==> src/rtl/instruction_types.sv <==
// instruction_types: opcode classes, sequencer states and datapath mux encodings shared by control and datapath.
package instruction_types;
  typedef enum logic [6:0] {
    R_TYPE    = 7'b0110011,
    I_TYPE    = 7'b0010011,
    LOAD_TYPE = 7'b0000011,
    S_TYPE    = 7'b0100011,
    B_TYPE    = 7'b1100011,
    JAL       = 7'b1101111,
    JALR      = 7'b1100111,
    LUI       = 7'b0110111,
    AUIPC     = 7'b0010111
  } opcode_t;
  typedef enum logic [2:0] {FETCH, DECODE, EXECUTE, MEM, WRITEBACK, FAULT} ctrl_state_t;
  localparam logic [1:0] PC_PLUS4 = 2'd0;
  localparam logic [1:0] PC_IMM   = 2'd1;
  localparam logic [1:0] PC_ALU   = 2'd2;
  localparam logic [1:0] WB_ALU   = 2'd0;
  localparam logic [1:0] WB_MEM   = 2'd1;
  localparam logic [1:0] WB_PC4   = 2'd2;
  function automatic logic is_legal(input logic [6:0] op);
    return op inside {R_TYPE, I_TYPE, LOAD_TYPE, S_TYPE, B_TYPE, JAL, JALR, LUI, AUIPC};
  endfunction
endpackage

==> src/rtl/mem_wait_timer.sv <==
// mem_wait_timer: saturating wait counter; timeout fires on the waiting cycle whose count reaches MEM_TIMEOUT.
module mem_wait_timer #(
  parameter int MEM_TIMEOUT = 255,
  parameter int TIMER_W = 8
) (
  input  logic clk,
  input  logic rst,
  input  logic clear,
  input  logic en,
  output logic timeout
);
  localparam logic [TIMER_W-1:0] LIMIT = TIMER_W'(MEM_TIMEOUT);
  logic [TIMER_W-1:0] count;
  always_ff @(posedge clk)
    if (rst || clear) count <= '0;
    else if (en && count != LIMIT) count <= count + 1'b1;
  assign timeout = en && (count >= LIMIT - 1'b1);
endmodule

==> src/rtl/cpu_control_fsm.sv <==
// cpu_control_fsm: multi-cycle RV32I sequencer driving datapath selects, enables and the memory port.
module cpu_control_fsm
  import instruction_types::*;
#(
  parameter int MEM_TIMEOUT = 255,
  parameter int TIMER_W = 8
) (
  input  logic       clk,
  input  logic       reset,
  input  logic [6:0] op_code,
  input  logic       branch_cond,
  input  logic       mem_ready,
  output logic       mem_req,
  output logic       mem_we,
  output logic       mem_addr_sel,
  output logic       ir_we,
  output logic       pc_we,
  output logic [1:0] pc_src,
  output logic       alu_in1_sel,
  output logic       alu_in2_sel,
  output logic       rf_we,
  output logic [1:0] wb_sel,
  output logic       fault,
  output logic       retired
);
  ctrl_state_t state, next;
  opcode_t cls;
  logic waiting, timeout;
  logic in_fetch, in_ex, in_mem, in_wb, br, st_done;
  assign waiting = (state == FETCH || state == MEM) && !mem_ready;
  mem_wait_timer #(.MEM_TIMEOUT(MEM_TIMEOUT), .TIMER_W(TIMER_W)) u_timer (
    .clk(clk),
    .rst(reset),
    .clear(next != state),
    .en(waiting),
    .timeout(timeout)
  );
  always_ff @(posedge clk)
    if (reset) begin
      state <= FETCH;
      cls <= R_TYPE;
    end else begin
      state <= next;
      if (state == DECODE) cls <= opcode_t'(op_code);
    end
  always_comb begin
    next = state;
    case (state)
      FETCH:     next = mem_ready ? DECODE : timeout ? FAULT : FETCH;
      DECODE:    next = is_legal(op_code) ? EXECUTE : FAULT;
      EXECUTE:   next = (cls == LOAD_TYPE || cls == S_TYPE) ? MEM : cls == B_TYPE ? FETCH : WRITEBACK;
      MEM:       next = mem_ready ? (cls == S_TYPE ? FETCH : WRITEBACK) : timeout ? FAULT : MEM;
      WRITEBACK: next = FETCH;
      default:   next = FAULT;
    endcase
  end
  // Strobes are masked while reset is held so an in-flight access never commits.
  assign in_fetch     = !reset && state == FETCH;
  assign in_ex        = !reset && state == EXECUTE;
  assign in_mem       = !reset && state == MEM;
  assign in_wb        = !reset && state == WRITEBACK;
  assign br           = in_ex && cls == B_TYPE;
  assign st_done      = in_mem && cls == S_TYPE && mem_ready;
  assign mem_req      = in_fetch || in_mem;
  assign mem_addr_sel = in_mem;
  assign mem_we       = in_mem && cls == S_TYPE;
  assign ir_we        = in_fetch && mem_ready;
  assign alu_in1_sel  = (in_ex || in_mem || in_wb) && (cls == JAL || cls == AUIPC);
  assign alu_in2_sel  = (in_ex || in_mem || in_wb) && !(cls == R_TYPE || cls == B_TYPE);
  assign retired      = br || st_done || in_wb;
  assign pc_we        = retired;
  assign rf_we        = in_wb;
  assign pc_src       = in_wb ? (cls == JAL ? PC_IMM : cls == JALR ? PC_ALU : PC_PLUS4)
                      : (br && branch_cond) ? PC_IMM : PC_PLUS4;
  assign wb_sel       = !in_wb ? WB_ALU : cls == LOAD_TYPE ? WB_MEM
                      : (cls == JAL || cls == JALR) ? WB_PC4 : WB_ALU;
  assign fault        = state == FAULT;
endmodule

==> config.mk <==
export PLATFORM = sky130hd
export DESIGN_NAME = cpu_control_fsm
export DESIGN_NICKNAME = d
export VERILOG_FILES = /design/src/rtl/instruction_types.sv /design/src/rtl/mem_wait_timer.sv /design/src/rtl/cpu_control_fsm.sv
export SDC_FILE = /design/constraint.sdc
export NUM_CORES = 1
export LEC_CHECK = 0
export CAP_MARGIN = 25
export CORE_AREA = 5 5 63 94
export CTS_CLUSTER_DIAMETER = 40
export DETAILED_ROUTE_END_ITERATION = 10
export DIE_AREA = 0 0 68 99
export GPL_TIMING_DRIVEN = 0
export SLEW_MARGIN = 5
export SYNTH_ARGS = -nofsm -noshare
export SYNTH_HDL_FRONTEND = slang
export SYNTH_SLANG_ARGS = --single-unit
==> constraint.sdc <==
create_clock -name clk -period 5.1 [get_ports clk]
set_clock_uncertainty 0.15 [all_clocks]
set_input_delay 0.51 -clock clk [delete_from_list [all_inputs] [get_ports clk]]
set_output_delay 0.51 -clock clk [all_outputs]
set_load 0.1 [all_outputs]
==> flow_metrics.py <==
metrics = {
    "final_layout": {
        "syn_to_final_growth_pct": 30.39,
        "nets": 187,
        "layout_common_cells": "23 x clkdlybuf4s50_1, 18 x dfxtp_1, 15 x nor2_1, 12 x nand2_1, 8 x inv_1",
        "fin_area_sq_um": 1573,
        "mostFrequentLayoutCell": "clkdlybuf4s50_1",
        "drive_above_1_share": 0.1105,
        "instances_no_fill": 240,
        "n_antenna_cell": 0,
    },
    "routing": {
        "viasPerCell": 4.725,
        "remaining_drc_errors": 0,
        "vias": 1134,
        "drt_pass1_iterations": 4,
        "ant_nets": 0,
        "routedWlPerCell_microns": 12.19,
        "routed_wl_mm": 2.925,
        "drt_iter0_markers": 74,
    },
    "setup_path": {
        "cpPeakStageDelay_ns": 1.12,
        "endpoint_kind": "primary output",
        "crit_fanout": 7,
        "path_cells": "nand4bb_4 -> nor3_1 -> and3_1 -> nand2_1 -> nand2_1 -> buf_4 -> clkdlybuf4s50_1",
        "cpMostUsedCell": "nand2_1",
        "crit_cells": 7,
        "arrival_ns": 3.02,
        "cpMaxStageDelayCell": "clkdlybuf4s50_1",
        "path_delay_family": "buffers and inverters",
        "required_ns": 4.44,
        "reg2reg_depth": 5,
        "setup.worst_path.start_class": "flip-flop",
        "path_class": "reg -> out",
        "crit_buf_inv": 2,
    },
    "synthesis": {
        "netlist_area_sq_um": 1206,
        "ys_dominant_reg_cell": "dfxtp_1",
        "synth_area_leaders": "dfxtp_1 30%, nor2_1 4.7%, xor2_1 4.4%",
        "yosys_register_bits": 18,
        "yosysWarnings": 0,
        "synth_top_area_share": 0.2988,
        "synth-edff-count": 0,
        "yosys.area.top_type": "dfxtp_1",
        "synthCells": 146,
        "async_reset_ff_frac": 0,
        "syn_avg_cell_area_sq_um": 8.261,
        "synth_cell_types": 46,
        "ys_seq_area_frac": 0.2988,
        "synth_nets": 159,
    },
    "cts": {
        "cts_max_path_buffers": 2,
        "cts_resized": 0,
        "cts_root_buf": "clkbuf_8",
        "post_cts_buffers": 0,
        "holdBufCountCts": 0,
        "cts_made_buffers": 3,
        "clk_pin_slew_ns": 0.06,
        "cts_tree": "yes",
        "cts_sinks": 18,
        "htree_levels": 1,
        "clk_latency_ns": 0.25,
    },
    "global_routing": {
        "grt_pass1_vias": 1117,
        "track_usage": 0.09466,
        "antenna_found_initial": 0,
        "grt_pass1_wl_mm": 5.016,
        "grt_max_degree": 11,
        "grt-ovfl-total": 0,
    },
    "place": {
        "io_buffer_count": 23,
        "placed_area_sq_um": 1531,
        "place_ws_ns": 1.689,
        "hpwl_mm": 2.335,
        "gp_congestion": 0.7343,
        "placedCellCount": 237,
    },
    "floorplanning": {
        "core_area_sq_um": 5005,
        "die_h_microns": 99,
        "rows": 32,
        "die_w_microns": 68,
        "die_area_sq_um": 6732,
        "pin_count": 25,
        "initial_core_util": 0.2410,
    },
    "sta": {
        "tns_ns": 0,
        "fmax_ghz": 0.2720,
        "hold_viol": 0,
        "finalSetupViolations": 0,
        "worst_slack_ns": 1.424,
        "rsz0062_at_grt": "no",
        "fin_crit_sh": 0.7208,
        "period_needed_ns": 3.676,
        "slew_headroom": 0.3437,
        "report.final.slew_viol_count": 0,
        "worstMarginPinSlew_ns": 0.9814,
    },
    "min_path": {
        "hp-class": "reg -> reg",
        "whs_path_depth": 2,
    },
    "job": {
        "maxCapViolCount": 0,
    },
    "power": {
        "ir_worst_vdd_mv": 0.05217,
        "p_leak_nw": 0.5327,
        "powerDensity_nw_per_um2": 230.8,
    },
    "outcome": {
        "status": "finished, final reports clean",
    },
}
==> registers in the layout, indices dropped and copies added, names as in the netlist <==
name,flops
cls,7
state,3
u_timer.count,8
==> stage by stage <==
stage	util	total power, W	hold slack (ns)
final	0.3143	0.0003630	0.3785
after global routing	0.3143	0.0003817	0.4208
after CTS	0.3143	0.0003665	0.3840
after detailed placement	0.3060	0.0002698	0.3620
after global placement	0.3060	0.0002687	0.3580
after floorplan	-	0.0002409	0.3292
==> final cells by class <==
class / count / area (sq um)
multi-input cells: 113 / 790.8
clock buffers: 3 / 41.29
well taps: 68 / 85.08
fillers: 538 / 3432
inverters: 8 / 30.03
flip-flops and latches: 18 / 360.3
plain buffers: 7 / 35.03
repair buffers: 23 / 230.2
==> layer usage <==
metal  track usage  up-vias  wire, microns
li1              -      585              -
met4       0.04594        0             58
met5             0        -              0
met1        0.1110      523           1254
met2        0.1605       22           1501
met3       0.01596        4            111
==> worst register-to-register path: cells and delay by family (launching register included) <==
kind	cells	cell delay, ns
AND/OR/NAND/NOR	2	0.74
flip-flops	1	0.37
AO/OA/AOI/OAI	3	0.56
==> power by group <==
part | leakage (nW) | switching [W] | total, W | internal, W
clock network | 0.0216 | 0.0000440 | 0.0000964 | 0.0000524
logic | 0.364 | 0.0000659 | 0.000107 | 0.0000410
registers | 0.147 | 0.0000114 | 0.000160 | 0.000148
==> cell usage after synthesis, types with 2 or more instances <==
library cell / number
xnor2_1: 3
nand2_1: 12
nand3_1: 2
nor4b_1: 2
nor2_1: 15
xor2_1: 6
inv_1: 8
a31oi_1: 3
buf_2: 4
nor3b_1: 3
nand2b_1: 2
ha_1: 2
a21oi_1: 6
and3_1: 3
nand4_1: 5
dfxtp_1: 18
a211o_1: 4
a21o_1: 2
nor2b_1: 7
o21ai_0: 3
nor3_1: 8
mux2i_1: 3
clkbuf_1: 2
==> final timing paths <==
kind | slack [ns] | end | startpoint
min reg2reg | 0.38 | u_timer.count[7] | u_timer.count[7]
max reg2reg | 3.14 | state[2] | cls[3]
max | 1.42 | retired | cls[3]
min | 0.38 | u_timer.count[7] | u_timer.count[7]
==> kinds of logic (layout without fill, tap and decap cells) <==
logic type	count (synthesis)	count (layout)	share of synthesized area
buffers and inverters	15	41	0.05395
muxes	3	3	0.02490
AOI/OAI and AO/OA	31	31	0.2137
adders and majority gates	2	2	0.02074
DFF	18	18	0.2988
xor gates and xnor gates	9	9	0.06536
and+or+nand+nor	68	68	0.3226
Power figures use the tool's default switching activity.
